==> config.mk <==
export PLATFORM = sky130hd
export DESIGN_NAME = dual_issue_scheduler
export DESIGN_NICKNAME = d
export VERILOG_FILES = /design/src/rtl/mips_issue_pkg.sv /design/src/rtl/issue_decode.sv /design/src/rtl/dual_issue_scheduler.sv
export SDC_FILE = /design/constraint.sdc
export NUM_CORES = 1
export LEC_CHECK = 0
export CORE_UTILIZATION = 52
export DETAILED_ROUTE_END_ITERATION = 8
export PLACE_DENSITY = 0.82
export SYNTH_ARGS = -nofsm -noshare
export SYNTH_HDL_FRONTEND = slang
export SYNTH_HIERARCHICAL = 1
export SYNTH_SLANG_ARGS = --single-unit
==> constraint.sdc <==
create_clock -name clk -period 5.4 [get_ports clk]
set_input_delay 0.54 -clock clk [delete_from_list [all_inputs] [get_ports clk]]
set_output_delay 0.54 -clock clk [all_outputs]
set_load 0.02 [all_outputs]
==> src/rtl/mips_issue_pkg.sv <==
// Shared types for the dual-issue scheduler: opcodes, decoded-slot record, FSM states.
package mips_issue_pkg;

   localparam logic [5:0] OP_RTYPE = 6'h00;
   localparam logic [5:0] OP_J     = 6'h02;
   localparam logic [5:0] OP_JAL   = 6'h03;
   localparam logic [5:0] OP_BEQ   = 6'h04;
   localparam logic [5:0] OP_BNE   = 6'h05;
   localparam logic [5:0] OP_ADDI  = 6'h08;
   localparam logic [5:0] OP_ADDIU = 6'h09;
   localparam logic [5:0] OP_SLTI  = 6'h0A;
   localparam logic [5:0] OP_ANDI  = 6'h0C;
   localparam logic [5:0] OP_ORI   = 6'h0D;
   localparam logic [5:0] OP_LUI   = 6'h0F;
   localparam logic [5:0] OP_LW    = 6'h23;
   localparam logic [5:0] OP_SW    = 6'h2B;

   // has_* flags are already cleared for r0 so hazard logic never has to test for it
   typedef struct packed {
      logic [4:0] src_a;
      logic [4:0] src_b;
      logic [4:0] dst;
      logic       has_a;
      logic       has_b;
      logic       has_dst;
      logic       is_mem;
      logic       is_load;
      logic       is_ctrl;
   } dec_instr_t;

   typedef enum logic {S_PAIR, S_SECOND} state_t;

endpackage

==> src/rtl/issue_decode.sv <==
// Per-slot decoder: classifies one instruction into register usage and issue constraints.
module issue_decode
   import mips_issue_pkg::*;
(
   input  logic [31:0] i_instr,
   output dec_instr_t  o_dec
);

   logic [5:0] w_op;
   logic [4:0] w_rs, w_rt, w_rd;
   logic       w_use_a, w_use_b, w_use_d;
   logic [4:0] w_dst;
   logic       w_unused_bits;

   assign w_op          = i_instr[31:26];
   assign w_rs          = i_instr[25:21];
   assign w_rt          = i_instr[20:16];
   assign w_rd          = i_instr[15:11];
   assign w_unused_bits = ^i_instr[10:0];

   // opcode class lookup; unknown opcodes are forced single issue
   always_comb begin
      w_use_a = 1'b0;
      w_use_b = 1'b0;
      w_use_d = 1'b0;
      w_dst   = 5'd0;
      o_dec   = '0;
      case (w_op)
         OP_RTYPE: begin w_use_a = 1'b1; w_use_b = 1'b1; w_use_d = 1'b1; w_dst = w_rd; end
         OP_LW: begin
            w_use_a = 1'b1; w_use_d = 1'b1; w_dst = w_rt;
            o_dec.is_mem = 1'b1; o_dec.is_load = 1'b1;
         end
         OP_SW: begin w_use_a = 1'b1; w_use_b = 1'b1; o_dec.is_mem = 1'b1; end
         OP_BEQ, OP_BNE: begin w_use_a = 1'b1; w_use_b = 1'b1; o_dec.is_ctrl = 1'b1; end
         OP_ADDI, OP_ADDIU, OP_SLTI, OP_ANDI, OP_ORI: begin
            w_use_a = 1'b1; w_use_d = 1'b1; w_dst = w_rt;
         end
         OP_LUI: begin w_use_d = 1'b1; w_dst = w_rt; end
         OP_J:   o_dec.is_ctrl = 1'b1;
         OP_JAL: begin w_use_d = 1'b1; w_dst = 5'd31; o_dec.is_ctrl = 1'b1; end
         default: o_dec.is_ctrl = 1'b1;
      endcase
      o_dec.src_a   = w_rs;
      o_dec.src_b   = w_rt;
      o_dec.dst     = w_dst;
      o_dec.has_a   = w_use_a & (w_rs != 5'd0);
      o_dec.has_b   = w_use_b & (w_rt != 5'd0);
      o_dec.has_dst = w_use_d & (w_dst != 5'd0);
   end

endmodule

==> src/rtl/dual_issue_scheduler.sv <==
// Issue controller for the fetched instruction pair: pair / split / stall decision,
// load-latency scoreboard and stall/split performance counters.
//
// state    | meaning
// S_PAIR   | fresh pair: issue both, slot0 only, or stall
// S_SECOND | slot0 already issued, slot1 pending on lane0
module dual_issue_scheduler
   import mips_issue_pkg::*;
#(
   parameter int LOAD_LAT = 2,
   parameter int NREGS    = 32
) (
   input  logic        clk,
   input  logic        reset,
   input  logic        in_valid,
   input  logic [31:0] in_pc,
   input  logic [31:0] in_instr0,
   input  logic [31:0] in_instr1,
   output logic        in_ready,
   input  logic        ex_ready,
   input  logic        flush,
   output logic        iss0_valid,
   output logic [31:0] iss0_instr,
   output logic [31:0] iss0_pc,
   output logic        iss1_valid,
   output logic [31:0] iss1_instr,
   output logic [31:0] iss1_pc,
   output logic [31:0] stall_cnt,
   output logic [31:0] split_cnt
);

   dec_instr_t  w_d0, w_d1;
   state_t      r_state, w_state_nxt;
   logic [2:0]  r_sb [NREGS];
   logic [31:0] r_stall_cnt, r_split_cnt;
   logic        w_blk0, w_blk1, w_raw, w_waw, w_pair_ok;
   logic        w_stall, w_split, w_ld_issue;
   logic [4:0]  w_ld_reg;
   logic        w_unused_ctrl1;

   issue_decode u_dec0 (.i_instr(in_instr0), .o_dec(w_d0));
   issue_decode u_dec1 (.i_instr(in_instr1), .o_dec(w_d1));

   // a slot1 control transfer may still pair; only slot0 control forces a split
   assign w_unused_ctrl1 = w_d1.is_ctrl;

   assign w_blk0 = (w_d0.has_a && (r_sb[w_d0.src_a] != 3'd0)) ||
                   (w_d0.has_b && (r_sb[w_d0.src_b] != 3'd0));
   assign w_blk1 = (w_d1.has_a && (r_sb[w_d1.src_a] != 3'd0)) ||
                   (w_d1.has_b && (r_sb[w_d1.src_b] != 3'd0));
   assign w_raw  = w_d0.has_dst &&
                   ((w_d1.has_a && (w_d1.src_a == w_d0.dst)) ||
                    (w_d1.has_b && (w_d1.src_b == w_d0.dst)));
   assign w_waw  = w_d0.has_dst && w_d1.has_dst && (w_d1.dst == w_d0.dst);
   assign w_pair_ok = !w_raw && !w_waw && !(w_d0.is_mem && w_d1.is_mem) &&
                      !w_d0.is_ctrl && !w_blk0 && !w_blk1;

   assign stall_cnt = r_stall_cnt;
   assign split_cnt = r_split_cnt;

   // next-state and issue decision; reset and flush suppress every issue
   always_comb begin
      w_state_nxt = r_state;
      iss0_valid  = 1'b0;
      iss0_instr  = 32'd0;
      iss0_pc     = 32'd0;
      iss1_valid  = 1'b0;
      iss1_instr  = 32'd0;
      iss1_pc     = 32'd0;
      in_ready    = 1'b0;
      w_stall     = 1'b0;
      w_split     = 1'b0;
      w_ld_issue  = 1'b0;
      w_ld_reg    = 5'd0;
      if (reset) begin
         w_state_nxt = S_PAIR;
      end else if (flush) begin
         w_state_nxt = S_PAIR;
      end else if (ex_ready) begin
         case (r_state)
            S_PAIR: begin
               if (in_valid) begin
                  if (w_blk0) begin
                     w_stall = 1'b1;
                  end else begin
                     iss0_valid = 1'b1;
                     iss0_instr = in_instr0;
                     iss0_pc    = in_pc;
                     w_ld_issue = w_d0.is_load && w_d0.has_dst;
                     w_ld_reg   = w_d0.dst;
                     if (w_pair_ok) begin
                        iss1_valid = 1'b1;
                        iss1_instr = in_instr1;
                        iss1_pc    = in_pc + 32'd4;
                        in_ready   = 1'b1;
                        if (w_d1.is_load && w_d1.has_dst) begin
                           w_ld_issue = 1'b1;
                           w_ld_reg   = w_d1.dst;
                        end
                     end else begin
                        w_state_nxt = S_SECOND;
                     end
                  end
               end
            end
            S_SECOND: begin
               if (w_blk1) begin
                  w_stall = 1'b1;
               end else begin
                  iss0_valid  = 1'b1;
                  iss0_instr  = in_instr1;
                  iss0_pc     = in_pc + 32'd4;
                  in_ready    = 1'b1;
                  w_split     = 1'b1;
                  w_ld_issue  = w_d1.is_load && w_d1.has_dst;
                  w_ld_reg    = w_d1.dst;
                  w_state_nxt = S_PAIR;
               end
            end
            default: w_state_nxt = S_PAIR;
         endcase
      end
   end

   // state register and wrapping performance counters
   always_ff @(posedge clk) begin
      if (reset) begin
         r_state     <= S_PAIR;
         r_stall_cnt <= 32'd0;
         r_split_cnt <= 32'd0;
      end else begin
         r_state <= w_state_nxt;
         if (w_stall) r_stall_cnt <= r_stall_cnt + 32'd1;
         if (w_split) r_split_cnt <= r_split_cnt + 32'd1;
      end
   end

   // scoreboard: a new load reloads the counter, otherwise count down to zero (also during flush)
   always_ff @(posedge clk) begin
      for (int i = 0; i < NREGS; i++) begin
         if (reset) begin
            r_sb[i] <= 3'd0;
         end else if (w_ld_issue && (w_ld_reg == 5'(i))) begin
            r_sb[i] <= 3'(LOAD_LAT - 1);
         end else if (r_sb[i] != 3'd0) begin
            r_sb[i] <= r_sb[i] - 3'd1;
         end
      end
   end

endmodule

# After elaboration in Yosys (flattened, before gate mapping)
# Memory sizes are Yosys's and may differ from the RTL's.
# Index checks and enable logic that the tools add are counted.
dict set report totals {
  out_inout_bits 195
  mem_count 1
  wordCells 661
  inputBits 101
  mem_bits_rw 96
  register_bits 65
}
dict set report classes {
  n_eq_ne 56
  bitwise 71
  n_reduce_logical 114
  n_mux 381
  addsub 35
}
# memory depth width rd rd_clocked_by_memory_dff write_ports line_no
set memory_table {}
lappend memory_table {r_sb 32 3 36 0 32 dual_issue_scheduler.sv:34} ;# logic [2:0] r_sb [NREGS];
# cell count
set ops {}
lappend ops {{two-way mux 32 bit} 26}
lappend ops {{two-way mux 1 bit} 273}
lappend ops {{two-way mux 3 bit} 64}
lappend ops {{case mux 32 bit (2 select lines)} 2}
lappend ops {{nonzero test 3 bit} 36}
lappend ops {{subtractor 3 x 1 -> 3 bit, second input constant} 32}
lappend ops {{equality test 5 bit, second input constant} 16}
lappend ops {{equality test 6 x 4 -> 1 bit, second input constant} 12}
lappend ops {{adder 32 x 1 -> 32 bit, second input constant} 2}
lappend ops {{OR 1 bit} 64}
lappend ops {{logical AND 1 bit} 49}
lappend ops {{equality test 5 x 4 -> 1 bit, second input constant} 8}
lappend ops {{two-way mux 5 bit} 8}
lappend ops {{adder 32 x 3 -> 32 bit, second input constant} 1}
lappend ops {{case mux 5 bit (3 select lines)} 2}
lappend ops {{nonzero test 5 bit} 6}
lappend ops {{OR reduction 9 bit} 3}
lappend ops {{equality test 6 x 3 -> 1 bit, second input constant} 4}
lappend ops {{equality test 6 bit, second input constant} 4}
lappend ops {{equality test 5 x 3 -> 1 bit, second input constant} 4}
lappend ops {{OR reduction 10 bit} 2}
lappend ops {{equality test 5 bit} 3}
lappend ops {{OR reduction 7 bit} 2}
lappend ops {{equality test 6 x 2 -> 1 bit, second input constant} 2}
lappend ops {{12 further kinds} 32}

# Longest topological paths before layout
# Gate-level depths: netlist of run 1.
dict set report logic_depth {
  ltp_word 27
  ltp_mapped 18
  mapped_depth_nobuf 14
}

# Hierarchy
# The synthesis of run 1 kept the hierarchy.
# module n_inst cells_per_inst seq_area_each_um2 area_per_inst_um2
set by_module_without_submodules {}
lappend by_module_without_submodules {dual_issue_scheduler 1 1495 4184.0 12640.9}
lappend by_module_without_submodules {issue_decode 2 58 0.0 385.4}

# Worst setup path after synthesis of run 1
# No wires, ideal clock.
dict set report synth_timing {
  kind {input to register}
  startpoint {in in_instr0[27]}
  endpoint {mem r_sb[16][0], enable pin}
  stages 17
  arrival_time_ns 4.112
  setup_time_ns 0.334
  t_required_ns 5.066
  slack_ns 0.955
  n_path_buf 3
  path_cell_list {buf_2 -> nor4bb_1 -> o21ai_2 -> a21oi_2 -> a221o_2 -> clkbuf_1 -> xor2_1 -> nor4_1 -> and3_1 -> o31ai_1 -> and3b_1 -> and3_1 -> mux2i_1 -> o21ai_1 -> or3_1 -> clkbuf_1 -> o211ai_1}
}
# item line_no
set synth_lines {}
lappend synth_lines {{start, declared} dual_issue_scheduler.sv:17} ;# input logic [31:0] in_instr0,
lappend synth_lines {{end, declared} dual_issue_scheduler.sv:34}

==> qor.yml, run 1 <==
status:
  status: "complete, no violations"
setup_path:
  end_kind: "output port"
  worstPathArrival_ns: 4.60
  worstReg2RegStart: "r_sb[3][0]"
  required_ns: 4.86
  worstRegToRegCells: 12
  r2r-end: "r_sb[6][2]"
  critPathKind: "input port to output port"
  cp-start-kind: "input port"
  reg2reg_setup_slack_ns: 0.83
  path_max_fanout: 27
floorplanning:
  core-area_um2: 25180
  initial_core_util_pct: 53.14
  ios: 296
  die_w_um: 162.4
  num_rows: 58
  dieArea_um2: 26380
  fp.dieH_um: 162.4
cts:
  clock_latency_ns: 0.44
  cts_tree: "yes"
  numCtsBuffers: 17
  cts_sinks: 161
  clk_pin_slew_worst_paths_ns: 0.07
  clockBufferDepth: 2
  clock_tree.root_cell: "clkbuf_16"
  postCtsHoldBufs: 0
  htreeDepth: 4
pwr:
  power_mw: 5.597
  leakage_nw: 6.345
  vdd_drop_max_uv: 255.1
  power_density_nw_per_um2: 321.3
placed_design:
  dpl_cell_area_um2: 16780
  hpwlAfterDp_mm: 36.24
  dp_slack_ns: 0.02603
  portBuffers: 295
  place_congestion: 1.007
sta:
  fin_ws_ns: 0.2631
  hold_ws_ns: 0.5111
  fin_crit_sh_pct: 95.13
  setup_violations: 0
  worstMarginPinSlew_ns: 1.039
  fin_skew_ns: 0.01309
  rsz0062_at_grt: "false"
  maxSlewHeadroom_pct: 30.71
  min_period_ns: 5.137
  slew_viol_final: 0
  clock.fmax_mhz: 194.7
  tns_ns: 0
  hold_violations: 0
worst_hold_path:
  hold_class: "register to register"
  hold_end: "stall_cnt[26]"
  hp-start: "stall_cnt[26]"
  hold_depth: 2
routing:
  routedWlPerCell_um: 21.46
  routed_wl_mm: 47.63
  drtIter0Drc: 1336
  drtPass1Iterations: 8
  drc: 0
  vias_per_cell: 6.208
  ant_nets: 0
  vias: 13776
global_routing:
  grt_use_total_pct: 35.65
  grt_max_degree: 100
  gr-total-overflow: 0
  grt_pass1_wl_mm: 72.68
  grt_pass1_vias: 12892
  antenna_found_initial: 0
cells_and_area:
  nFillCells: 1945
  drive_above_1_share_pct: 10.06
  multiInputGateArea_um2: 8162
  final_area_um2: 17420
  areaGrowthSynthToFinish_pct: 30.18
  nets: 2043
  regArea_um2: 4184
synthesis:
  synth_fp_nets: 1774
  syn_area_per_cell_um2: 8.331
  netlist_area_um2: 13380
  synth_warnings: 6
  synthCells: 1606
flow_run:
  cap_viol_max_count: 0
area by class of cell:
class / instances / area share [%]
Sequential cell: 161 / 24.02
Clock buffer: 17 / 2.442
Clock inverter: 15 / 1.063
Timing Repair Buffer: 370 / 20.39
Inverter: 132 / 2.845
Antenna cell: 1 / 0.01437
Multi-Input combinational cell: 1193 / 46.86
Tap cell: 330 / 2.371
per-stage QoR:
step                      util (%)  cells
after floorplan                  -   1606
after global placement       66.63   2185
after detailed placement     66.63   2185
after CTS                    69.05   2217
after global routing         69.16   2218
final                        69.17   2219
metal layers:
layer  vias up  part of all wire, %  track usage (%)
met3       150                  9.8            7.843
met2       695                   46            57.34
li1       6422                    -                -
met1      6509                   39            43.74
met5         -                    0                0
met4         0                  5.6            21.18
worst max path at each step:
stage                     endpoint  cells after the start  slack, ns          start
global placement       r_sb[20][1]                     15       0.18  in_instr0[28]
global route           iss0_pc[30]                     13      0.004       in_pc[2]
finish              iss1_instr[29]                     15       0.26  in_instr0[28]
CTS                 iss1_instr[16]                     15       0.14  in_instr0[28]
detailed placement     r_sb[19][2]                     15       0.03  in_instr0[28]
floorplan              r_sb[16][0]                     17       0.95  in_instr0[27]
layout by cell type, fill, tap and decap left out, types with 47 or more instances in the layout:
cell type,instances
a21oi_1,72
and2_1,47
buf_4,74
clkdlybuf4s50_1,292
dfxtp_1,65
edfxtp_1,96
ha_1,67
inv_1,130
nand2_1,103
nand3_1,51
nor2_1,173
nor3_1,70
or3_1,58
xor2_1,56
registers in the layout, summed over array words and instances (netlist names):
signal and flops:
r_state 1, r_sb 96, split_cnt 32, stall_cnt 32
where the power goes:
group / internal (mW) / switching (mW)
Clock: 0.632 / 0.592
Combinational: 0.985 / 1.36
Sequential: 1.78 / 0.249
Total: 3.39 / 2.21
worst max-delay path, stage by stage:
cell             delay [ns]
clkdlybuf4s50_1        0.55
or2_1                  0.30
a211o_1                0.35
a21oi_4                0.22
a221o_2                0.28
xor2_1                 0.16
nor4_1                 0.07
and3_1                 0.17
o31ai_2                0.32
nand3_1                0.13
or3_1                  0.40
inv_1                  0.10
buf_4                  0.23
and2_1                 0.17
clkdlybuf4s50_1        0.61
what timing repair did:
action	in CTS	in global routing
buffers inserted	0	1
setup endpoints to repair	0	80
gates resized for setup	0	4
No activity file was read; power rests on OpenSTA's default activity.
==> run 2: changes to the inputs <==
--- a/config.mk
+++ b/config.mk
@@ -5,10 +5,9 @@
 export SDC_FILE = /design/constraint.sdc
 export NUM_CORES = 1
 export LEC_CHECK = 0
-export CORE_UTILIZATION = 52
+export CORE_UTILIZATION = 53
 export DETAILED_ROUTE_END_ITERATION = 8
-export PLACE_DENSITY = 0.82
+export PLACE_DENSITY = 0.83
 export SYNTH_ARGS = -nofsm -noshare
 export SYNTH_HDL_FRONTEND = slang
-export SYNTH_HIERARCHICAL = 1
 export SYNTH_SLANG_ARGS = --single-unit
==> run 2 against run 1 <==
The run now ends with design-rule violations left. Count of clock-buffer cells in the layout stayed put. Setup slack worse by 0.079 ns. Via count is 8.4% higher. Critical path type unchanged. Critical endpoint is now iss0_pc[0]. Highest routed layer unchanged.
==> qor.yml, run 2 <==
placed_design:
  hpwlAfterDp_mm: 37.10  # +2.4%
  place_inst: 2284  # +4.5%
  portBuffers: 295  # unchanged
  place_congestion: 1.064  # +5.7%
  dp_slack_ns: 0.2226  # +0.1966 ns
pwr:
  combPwrFrac_pct: 41.3  # -0.7 points
  power_frac_seq_pct: 36.5  # +0.3 points
  vdd_drop_max_uv: 284.5  # +12%
  power_density_nw_per_um2: 316.7  # -1.4%
  power_mw: 5.650  # +0.94%
  leakage_nw: 6.350  # about the same
  switching_share_pct: 39.71  # +0.31 points
  clkPwrFrac_pct: 22.2  # +0.3 points
  p_int_mw: 3.407  # +0.43%
  switching_power_mw: 2.243  # +1.7%
routing:
  drc: 4  # +4
  wl_met1_mm: 18.63  # +1.2%
  routedWlPerCell_um: 21.40  # -0.30%
  wl_met2_mm: 22.79  # +4.1%
  drtIter0Drc: 1883  # +41%
  wl_met3_mm: 4.905  # +4.7%
  drtPass1Iterations: 8  # unchanged
  ant_nets: 0  # unchanged
  vias_per_cell: 6.443  # +3.8%
  top_layer: "met4"
  routed_wl_mm: 49.58  # +4.1%
  vias: 14928  # +8.4%
cts:
  clockBufferDepth: 2  # unchanged
  htreeDepth: 4  # unchanged
  clk_pin_slew_worst_paths_ns: 0.08  # about the same
  cts_setup_buffers: 0  # unchanged
  clock_latency_ns: 0.44  # about the same
  postCtsHoldBufs: 0  # unchanged
  clock_tree.root_cell: "clkbuf_16"
  cts_sinks: 161  # unchanged
  numCtsBuffers: 17  # unchanged
  cts_tree: "yes"
synthesis:
  yosysTopAreaCell: "edfxtp_1"
  syn_area_per_cell_um2: 8.067  # -3.2%
  synth_fp_nets: 1847  # +4.1%
  synthCells: 1679  # +4.5%
  synth_warnings: 0  # -6
  synth_most_common_cell: "nor2_1"
  ys_seq_area_share_pct: 30.89
  synth_area_leaders: "edfxtp_1, dfxtp_1, ha_1, nor2_1, nand2_1"
  synth_top_area_share_pct: 21.28
  async_flop_share_pct: 0
  ys_ff_latch: 161
  netlist_area_um2: 13540  # +1.2%
  synth_commonest_cells: "nor2_1, nand2_1, inv_1"
  synth_edf_count: 96
  ys_types: 99
  ys.flop_type: "edfxtp_1"
floorplanning:
  die_w_um: 161.9  # -0.34%
  dieArea_um2: 26200  # -0.68%
  num_rows: 58  # unchanged
  ios: 296  # unchanged
  core-area_um2: 25110  # -0.29%
  initial_core_util_pct: 53.94  # +0.81 points
  fp.dieH_um: 161.9  # -0.34%
cells_and_area:
  drive_above_1_share_pct: 9.869  # -0.19 points
  layout_common_cells: "clkdlybuf4s50_1, nor2_1, nand2_1, inv_1, a21oi_1"
  areaGrowthSynthToFinish_pct: 31.70
  final_cells: 2317  # +4.4%
  largest_register: "r_sb"
  final_common_cell: "clkdlybuf4s50_1"
  final_util_pct: 71.04  # +1.9 points
  largest_register_ffs: 96  # unchanged
  nets: 2141  # +4.8%
global_routing:
  antenna_found_initial: 1  # +1
  gr-total-overflow: 0  # unchanged
  grt_max_degree: 64  # -36%
  grt_pass1_vias: 13858  # +7.5%
  grt_use_total_pct: 37.01  # +1.4 points
  grt_pass1_wl_mm: 75.94  # +4.5%
setup_path:
  worstPathArrival_ns: 4.68  # +0.08 ns
  end_kind: "output port"
  reg2reg_setup_slack_ns: 0.67  # -0.16 ns
  r2r-end: "r_sb[18][2]"
  path_max_fanout: 19  # -30%
  critPathKind: "input port to output port"
  required_ns: 4.86  # about the same
  cp-start-kind: "input port"
  worstReg2RegStart: "r_sb[15][0]"
  worstRegToRegCells: 12  # unchanged
sta:
  setup_violations: 0  # unchanged
  maxSlewHeadroom_pct: 33.54  # +2.8 points
  tns_ns: 0  # unchanged
  rsz0062_at_grt: "false"
  worstMarginPinSlew_ns: 0.9892  # -0.05015 ns
  hold_violations: 0  # unchanged
  fin_crit_sh_pct: 96.60  # +1.5 points
  clock.fmax_mhz: 191.7  # -1.5%
  fin_skew_ns: 0.01493  # +0.001843 ns
  fin_ws_ns: 0.1837  # -0.07940 ns
  slew_viol_final: 0  # unchanged
  min_period_ns: 5.216  # +0.07940 ns
status:
  failed_checks: "design-rule violations"
  status: "finished with violations"
worst_hold_path:
  hold_class: "register to register"
  hold_depth: 2  # unchanged
  hp-start: "split_cnt[10]"
  hold_end: "split_cnt[10]"
flow_run:
  cap_viol_max_count: 0  # unchanged
run 2: critical path, stage by stage:
cell	delay, ns
clkdlybuf4s50_1	0.46
buf_4	0.26
nand2_1	0.10
a2111oi_0	0.79
a311oi_1	0.10
o211ai_1	0.18
o2111ai_1	0.36
and3_1	0.41
o21ai_0	0.58
inv_1	0.14
and2_1	0.20
clkdlybuf4s50_1	0.54
run 2: worst max path at each step:
stage               slack (ns)             end           from  cells after the start
finish                    0.18      iss0_pc[0]  in_instr0[18]                     12
global route             0.009     iss0_pc[30]       in_pc[2]                     14
CTS                       0.20     iss0_pc[28]       in_pc[2]                     13
detailed placement        0.22     iss0_pc[28]       in_pc[2]                     13
global placement          0.26     iss0_pc[28]       in_pc[2]                     13
floorplan                 1.36  iss0_instr[24]  in_instr1[18]                     13
run 2: stage by stage:
stage,hold slack (ns),cell area [µm²]
finish,0.5010,17840
global route,0.5203,17840
CTS,0.5024,17810
detailed placement,0.4903,17200
global placement,0.4725,17200
floorplan,0.5576,13540
run 2: repair_timing:
| item | CTS | global route |
|---|---|---|
| hold endpoints to repair | 0 | 0 |
| gates resized for setup | 0 | 6 |
| setup endpoints to repair | 0 | 4 |
run 2: power groups by stage:
stage	clock network, mW	registers (mW)	logic (mW)
after floorplan	0	1.98	1.50
after global placement	0	2.05	2.13
after detailed placement	0	2.07	2.22
after CTS	1.27	2.04	2.27
after global routing	1.32	2.09	2.55
final	1.25	2.06	2.34
run 2: layer usage:
metal | vias up | GRT usage, %
met5 | - | 0
met4 | 0 | 23.37
met3 | 212 | 7.354
met2 | 938 | 60.67
met1 | 6972 | 44.50
li1 | 6806 | -
run 2: area by class of cell:
class / instances / area (µm²)
flip-flops and latches: 161 / 4184
well taps: 330 / 412.9
diodes: 1 / 2.502
repair buffers: 382 / 3679
inverters: 137 / 514.2
clock buffers: 17 / 425.4
clock inverters: 15 / 182.7
multi-input cells: 1274 / 8438
fillers: 1924 / 7271
run 2: cell families after synthesis:
group           share of synthesized area, %
simple gates                           26.48
compound gates                         22.45
buf+inv                                7.085
flops                                  30.89
xor+xnor                               5.044
fa+ha+maj                              6.189
mux                                    1.866
